File: src/rtl/wb_arbiter.sv
// Write-back arbiter: two producers (ALU, load) share the register file's single
// write port through one-entry holding buffers and a registered output stage.

module wb_arb_buf #(
    parameter int AW = 5,
    parameter int DW = 32
) (
    input  logic          clk,
    input  logic          rst,
    input  logic          valid,
    input  logic [AW-1:0] addr,
    input  logic [DW-1:0] data,
    input  logic          grant,
    input  logic          other_hold,
    input  logic          other_load,
    output logic          ready,
    output logic          load,
    output logic          full,
    output logic          age,
    output logic [AW-1:0] baddr,
    output logic [DW-1:0] bdata
);
    // age=1 marks the younger entry; only meaningful while both buffers are full
    assign ready = !full || grant;
    assign load  = valid && ready && (addr != '0);

    always_ff @(posedge clk or posedge rst) begin
        if (rst) begin
            full  <= 1'b0;
            age   <= 1'b0;
            baddr <= '0;
            bdata <= '0;
        end else if (load) begin
            full  <= 1'b1;
            age   <= other_hold;
            baddr <= addr;
            bdata <= data;
        end else begin
            if (grant)
                full <= 1'b0;
            if (other_load)
                age <= 1'b0;
        end
    end
endmodule

module wb_arbiter #(
    parameter int RegAddrWidth = 5,
    parameter int DataWidth    = 32
) (
    input  logic                         clk,
    input  logic                         rst,
    input  logic                         alu_valid,
    output logic                         alu_ready,
    input  logic [RegAddrWidth-1:0]      alu_waddr,
    input  logic [DataWidth-1:0]         alu_wdata,
    input  logic                         mem_valid,
    output logic                         mem_ready,
    input  logic [RegAddrWidth-1:0]      mem_waddr,
    input  logic [DataWidth-1:0]         mem_wdata,
    output logic                         we,
    output logic [RegAddrWidth-1:0]      waddr,
    output logic [DataWidth-1:0]         wdata,
    output logic [(1<<RegAddrWidth)-1:0] pend_mask,
    output logic                         idle
);
    localparam int NumSrc = 2;  // 0 = ALU, 1 = mem

    logic [NumSrc-1:0]                   src_valid, src_ready, src_load;
    logic [NumSrc-1:0]                   full, age, gnt, hold;
    logic [NumSrc-1:0][RegAddrWidth-1:0] src_addr, baddr;
    logic [NumSrc-1:0][DataWidth-1:0]    src_data, bdata;
    logic                                rr, tie;

    assign src_valid = {mem_valid, alu_valid};
    assign src_addr  = {mem_waddr, alu_waddr};
    assign src_data  = {mem_wdata, alu_wdata};
    assign alu_ready = src_ready[0];
    assign mem_ready = src_ready[1];
    assign hold      = full & ~gnt;

    for (genvar i = 0; i < NumSrc; i++) begin : g_src
        wb_arb_buf #(.AW(RegAddrWidth), .DW(DataWidth)) u_buf (
            .clk        (clk),
            .rst        (rst),
            .valid      (src_valid[i]),
            .addr       (src_addr[i]),
            .data       (src_data[i]),
            .grant      (gnt[i]),
            .other_hold (hold[NumSrc-1-i]),
            .other_load (src_load[NumSrc-1-i]),
            .ready      (src_ready[i]),
            .load       (src_load[i]),
            .full       (full[i]),
            .age        (age[i]),
            .baddr      (baddr[i]),
            .bdata      (bdata[i])
        );
    end

    // Grant depends only on registered buffer state, never on the request inputs
    always_comb begin
        gnt = '0;
        tie = 1'b0;
        case (full)
            2'b01: gnt = 2'b01;
            2'b10: gnt = 2'b10;
            2'b11: begin
                if (age[0] != age[1]) begin
                    gnt = age[0] ? 2'b10 : 2'b01;
                end else begin
                    tie = 1'b1;
                    gnt = rr ? 2'b10 : 2'b01;
                end
            end
            default: gnt = '0;
        endcase
    end

    always_ff @(posedge clk or posedge rst) begin
        if (rst) begin
            rr    <= 1'b0;
            we    <= 1'b0;
            waddr <= '0;
            wdata <= '0;
        end else begin
            if (tie)
                rr <= gnt[0];  // point at the loser
            if (gnt[0]) begin
                we    <= 1'b1;
                waddr <= baddr[0];
                wdata <= bdata[0];
            end else if (gnt[1]) begin
                we    <= 1'b1;
                waddr <= baddr[1];
                wdata <= bdata[1];
            end else begin
                we <= 1'b0;
            end
        end
    end

    always_comb begin
        pend_mask = '0;
        for (int i = 0; i < NumSrc; i++)
            if (full[i])
                pend_mask[baddr[i]] = 1'b1;
    end

    assign idle = (full == '0) && !we;
endmodule

File: config.mk
export PLATFORM = sky130hd
export DESIGN_NAME = wb_arbiter
export DESIGN_NICKNAME = d
export VERILOG_FILES = /design/src/rtl/wb_arbiter.sv
export SDC_FILE = /design/constraint.sdc
export NUM_CORES = 1
export LEC_CHECK = 0
export ABC_AREA = 1
export ABC_CLOCK_PERIOD_IN_PS = 3400
export BUFFER_PORTS_ARGS = -buffer_cell sky130_fd_sc_hd__buf_2
export CAP_MARGIN = 15
export CORE_ASPECT_RATIO = 1.75
export CORE_MARGIN = 2
export CORE_UTILIZATION = 48
export DETAILED_ROUTE_END_ITERATION = 10
export PLACE_DENSITY_LB_ADDON = 0.12
export SLEW_MARGIN = 30
export SYNTH_ARGS = -nofsm -noshare
export SYNTH_HDL_FRONTEND = slang
export SYNTH_SLANG_ARGS = --single-unit
File: constraint.sdc
create_clock -name clk -period 3.4 [get_ports clk]
set_input_delay 0.51 -clock clk [delete_from_list [all_inputs] [get_ports clk]]
set_output_delay 0.51 -clock clk [all_outputs]
set_load 0.1 [all_outputs]
==> out/results.ini <==
[power]
leakage_nw = 3.88
power_density_nw_per_um2 = 1150
ir_drop_v = 0.000834

[floorplan]
fp.dieH_um = 147
die_area_um2 = 12600
start_util_pct = 48.8
die_w_um = 85.8
fp.coreArea_um2 = 11500
io_pins = 151
placementRows = 52

[drt]
drt_iter0_drc = 254
drtPass1Iterations = 9
wire_per_inst_um = 14.7
drc = 14
vias = 5105
postRouteAntennaNets = 0
routed_wl_um = 15000
avgViaCountPerCell = 5.01

[place]
gp_congestion = 0.963
portBuffers = 150
dpl.hpwl_um = 10700

[global_routing]
grt_first_pass_wirelength_um = 24500
antenna_found_initial = 0
grtUsageTotal_pct = 24.7
grt_start_max_net_pins = 78
grt-ovfl-total = 0
first_global_vias = 5160

[synth]
syn_nets = 806
syn_inst = 728
yosysWarnings = 0
avgSynthCellArea_um2 = 7.72
ys_ff_latch = 117
synthesis.area_um2 = 5620
synthDistinctLibCells = 20
synth_seq_area_share_pct = 52.1

[timing]
finalCriticalPeriod_ns = 2.79
worst_pin_slew_ns = 0.897
setup-tns-final_ns = 0
slew_violations = 0
fmax_mhz = 358
hold_ws_ns = 0.208
slew_headroom_pct = 39.8
setup_violations = 0
skew_ns = 0.0140
post-route-period-util_pct = 82.2
hold_viol_final = 0
rsz0062_at_grt = no

[finish]
finalNetCount = 948
nFillCells = 1017
drive_gt1_share_pct = 22.4
areaGrowthSynthToFinish_pct = 29.4
diodes = 0

[cts]
cts_buffers = 17
cts_tree = done
hold_buffers = 0
postCtsSetupBuffers = 0
clkLatencyLatePin_ns = 0.41
cts_num_sinks = 117
clk_pin_slew_ns = 0.05
cts_resized = 0
clk_path_buf_depth = 2
cts_root_buf = clkbuf_16
h-tree-depth = 4

[setup_path]
critPathArrivalTime_ns = 2.28
required_ns = 2.89
path_class = register to output port
reg2reg_setup_slack_ns = 1.45
cp-end-kind = output port
start_kind = register
crit_path_max_fanout = 10

[run_status]
run_status = finished with violations
failed_checks = DRC

[job]
maxCapViolCount = 0

[worst_hold_path]
hold_class = input pin to asynchronous set/reset pin

Yosys cell counts (all sizes together):
cell	count	share of area, %
xnor2	1	0.16
buf	23	3.3
dfrtp	117	52
nor2	41	2.8
xor2	1	0.16
nor3	10	0.89
clkbuf	12	0.80
nand4	4	0.45
o21ai	106	9.4
inv	126	8.4
nand3	88	8.1
nand2	199	13
layout make-up:
| class | instances | area, um^2 | area share [%] |
|---|---|---|---|
| timing repair buffer | 158 | 1080 | 14.8 |
| clock buffer | 19 | 443 | 6.09 |
| clock inverter | 13 | 180 | 2.48 |
| multi-input combinational | 450 | 1990 | 27.4 |
| tap | 135 | 169 | 2.32 |
| inverter | 126 | 477 | 6.56 |
| sequential | 117 | 2930 | 40.3 |
worst max-delay path, stage by stage, from the launching register on:
cell and delay (ns):
dfrtp_1 0.53, inv_1 0.10, nor3_1 0.70, nand2_1 0.14, o21ai_0 0.19, buf_12 0.23
routing by layer:
layer	up-vias	track usage, %	part of all wire [%]
met1	2391	28.0	38
met4	0	9.13	1.1
met3	14	4.61	4.7
li1	2544	-	-
met2	156	45.2	56
met5	-	0	0
logic make-up (layout without fill, tap and decap cells):
logic type	after synthesis	after routing	share of synthesized area [%]
buffers and inverters	161	316	12.5
AO/OA/AOI/OAI	106	106	9.44
XOR/XNOR	2	2	0.312
flip-flops	117	117	52.1
AND/OR/NAND/NOR	342	342	25.7
cells in the final DEF (no fill, tap or decap), types with 3 or more instances in the layout:
cell | Yosys | final
nand2_1 | 196 | 196
nor2_1 | 40 | 40
clkinv_2 | 0 | 4
buf_2 | 9 | 133
dfrtp_1 | 117 | 117
nand2_2 | 3 | 3
inv_1 | 125 | 124
buf_12 | 0 | 18
buf_4 | 1 | 7
nand3_2 | 3 | 3
clkinvlp_4 | 0 | 4
o21ai_0 | 89 | 89
nand4_1 | 4 | 4
o21ai_1 | 17 | 17
clkbuf_16 | 0 | 17
nor3_1 | 10 | 10
nand3_1 | 85 | 85
bufinv_16 | 0 | 4
worst paths after layout:
check                                    startpoint                        to  depth (start not counted)
min in group clk                       mem_wdata[2]   g_src[1].u_buf.bdata[2]                          3
setup reg to reg                g_src[0].u_buf.full                  wdata[1]                          4
max in group asynchronous                       rst  g_src[1].u_buf.bdata[21]                          3
hold reg to reg            g_src[1].u_buf.bdata[22]  g_src[1].u_buf.bdata[22]                          2
hold / removal                                  rst  g_src[1].u_buf.bdata[13]                          2
setup / recovery                g_src[0].u_buf.full             pend_mask[30]                          5
registers in the layout, indices dropped and copies added, names as in the netlist:
name and flops:
g_src.u_buf.bdata 64, g_src.u_buf.baddr 10, g_src.u_buf.age 2, waddr 5
wdata 32, g_src.u_buf.full 2, rr 1, we 1
through the flow:
| stage | cell area [um^2] | setup WS [ns] | util [%] | power, W | cells |
|---|---|---|---|---|---|
| after detailed placement | 6650 | 1.06 | 57.7 | 0.00655 | 986 |
| after global placement | 6650 | 1.11 | 57.7 | 0.00648 | 986 |
| after floorplan | 5620 | 0.0979 | - | 0.00568 | 728 |
| after global routing | 7270 | 0.403 | 63.1 | 0.00883 | 1018 |
| after CTS | 7270 | 0.616 | 63.1 | 0.00845 | 1018 |
| final | 7270 | 0.605 | 63.1 | 0.00838 | 1018 |
power breakdown:
group / switching [W] / internal, W
registers: 0.000370 / 0.00194
logic: 0.00338 / 0.000830
clock network: 0.000622 / 0.00124
total: 0.00437 / 0.00401
(Power assumes the default switching activity.)
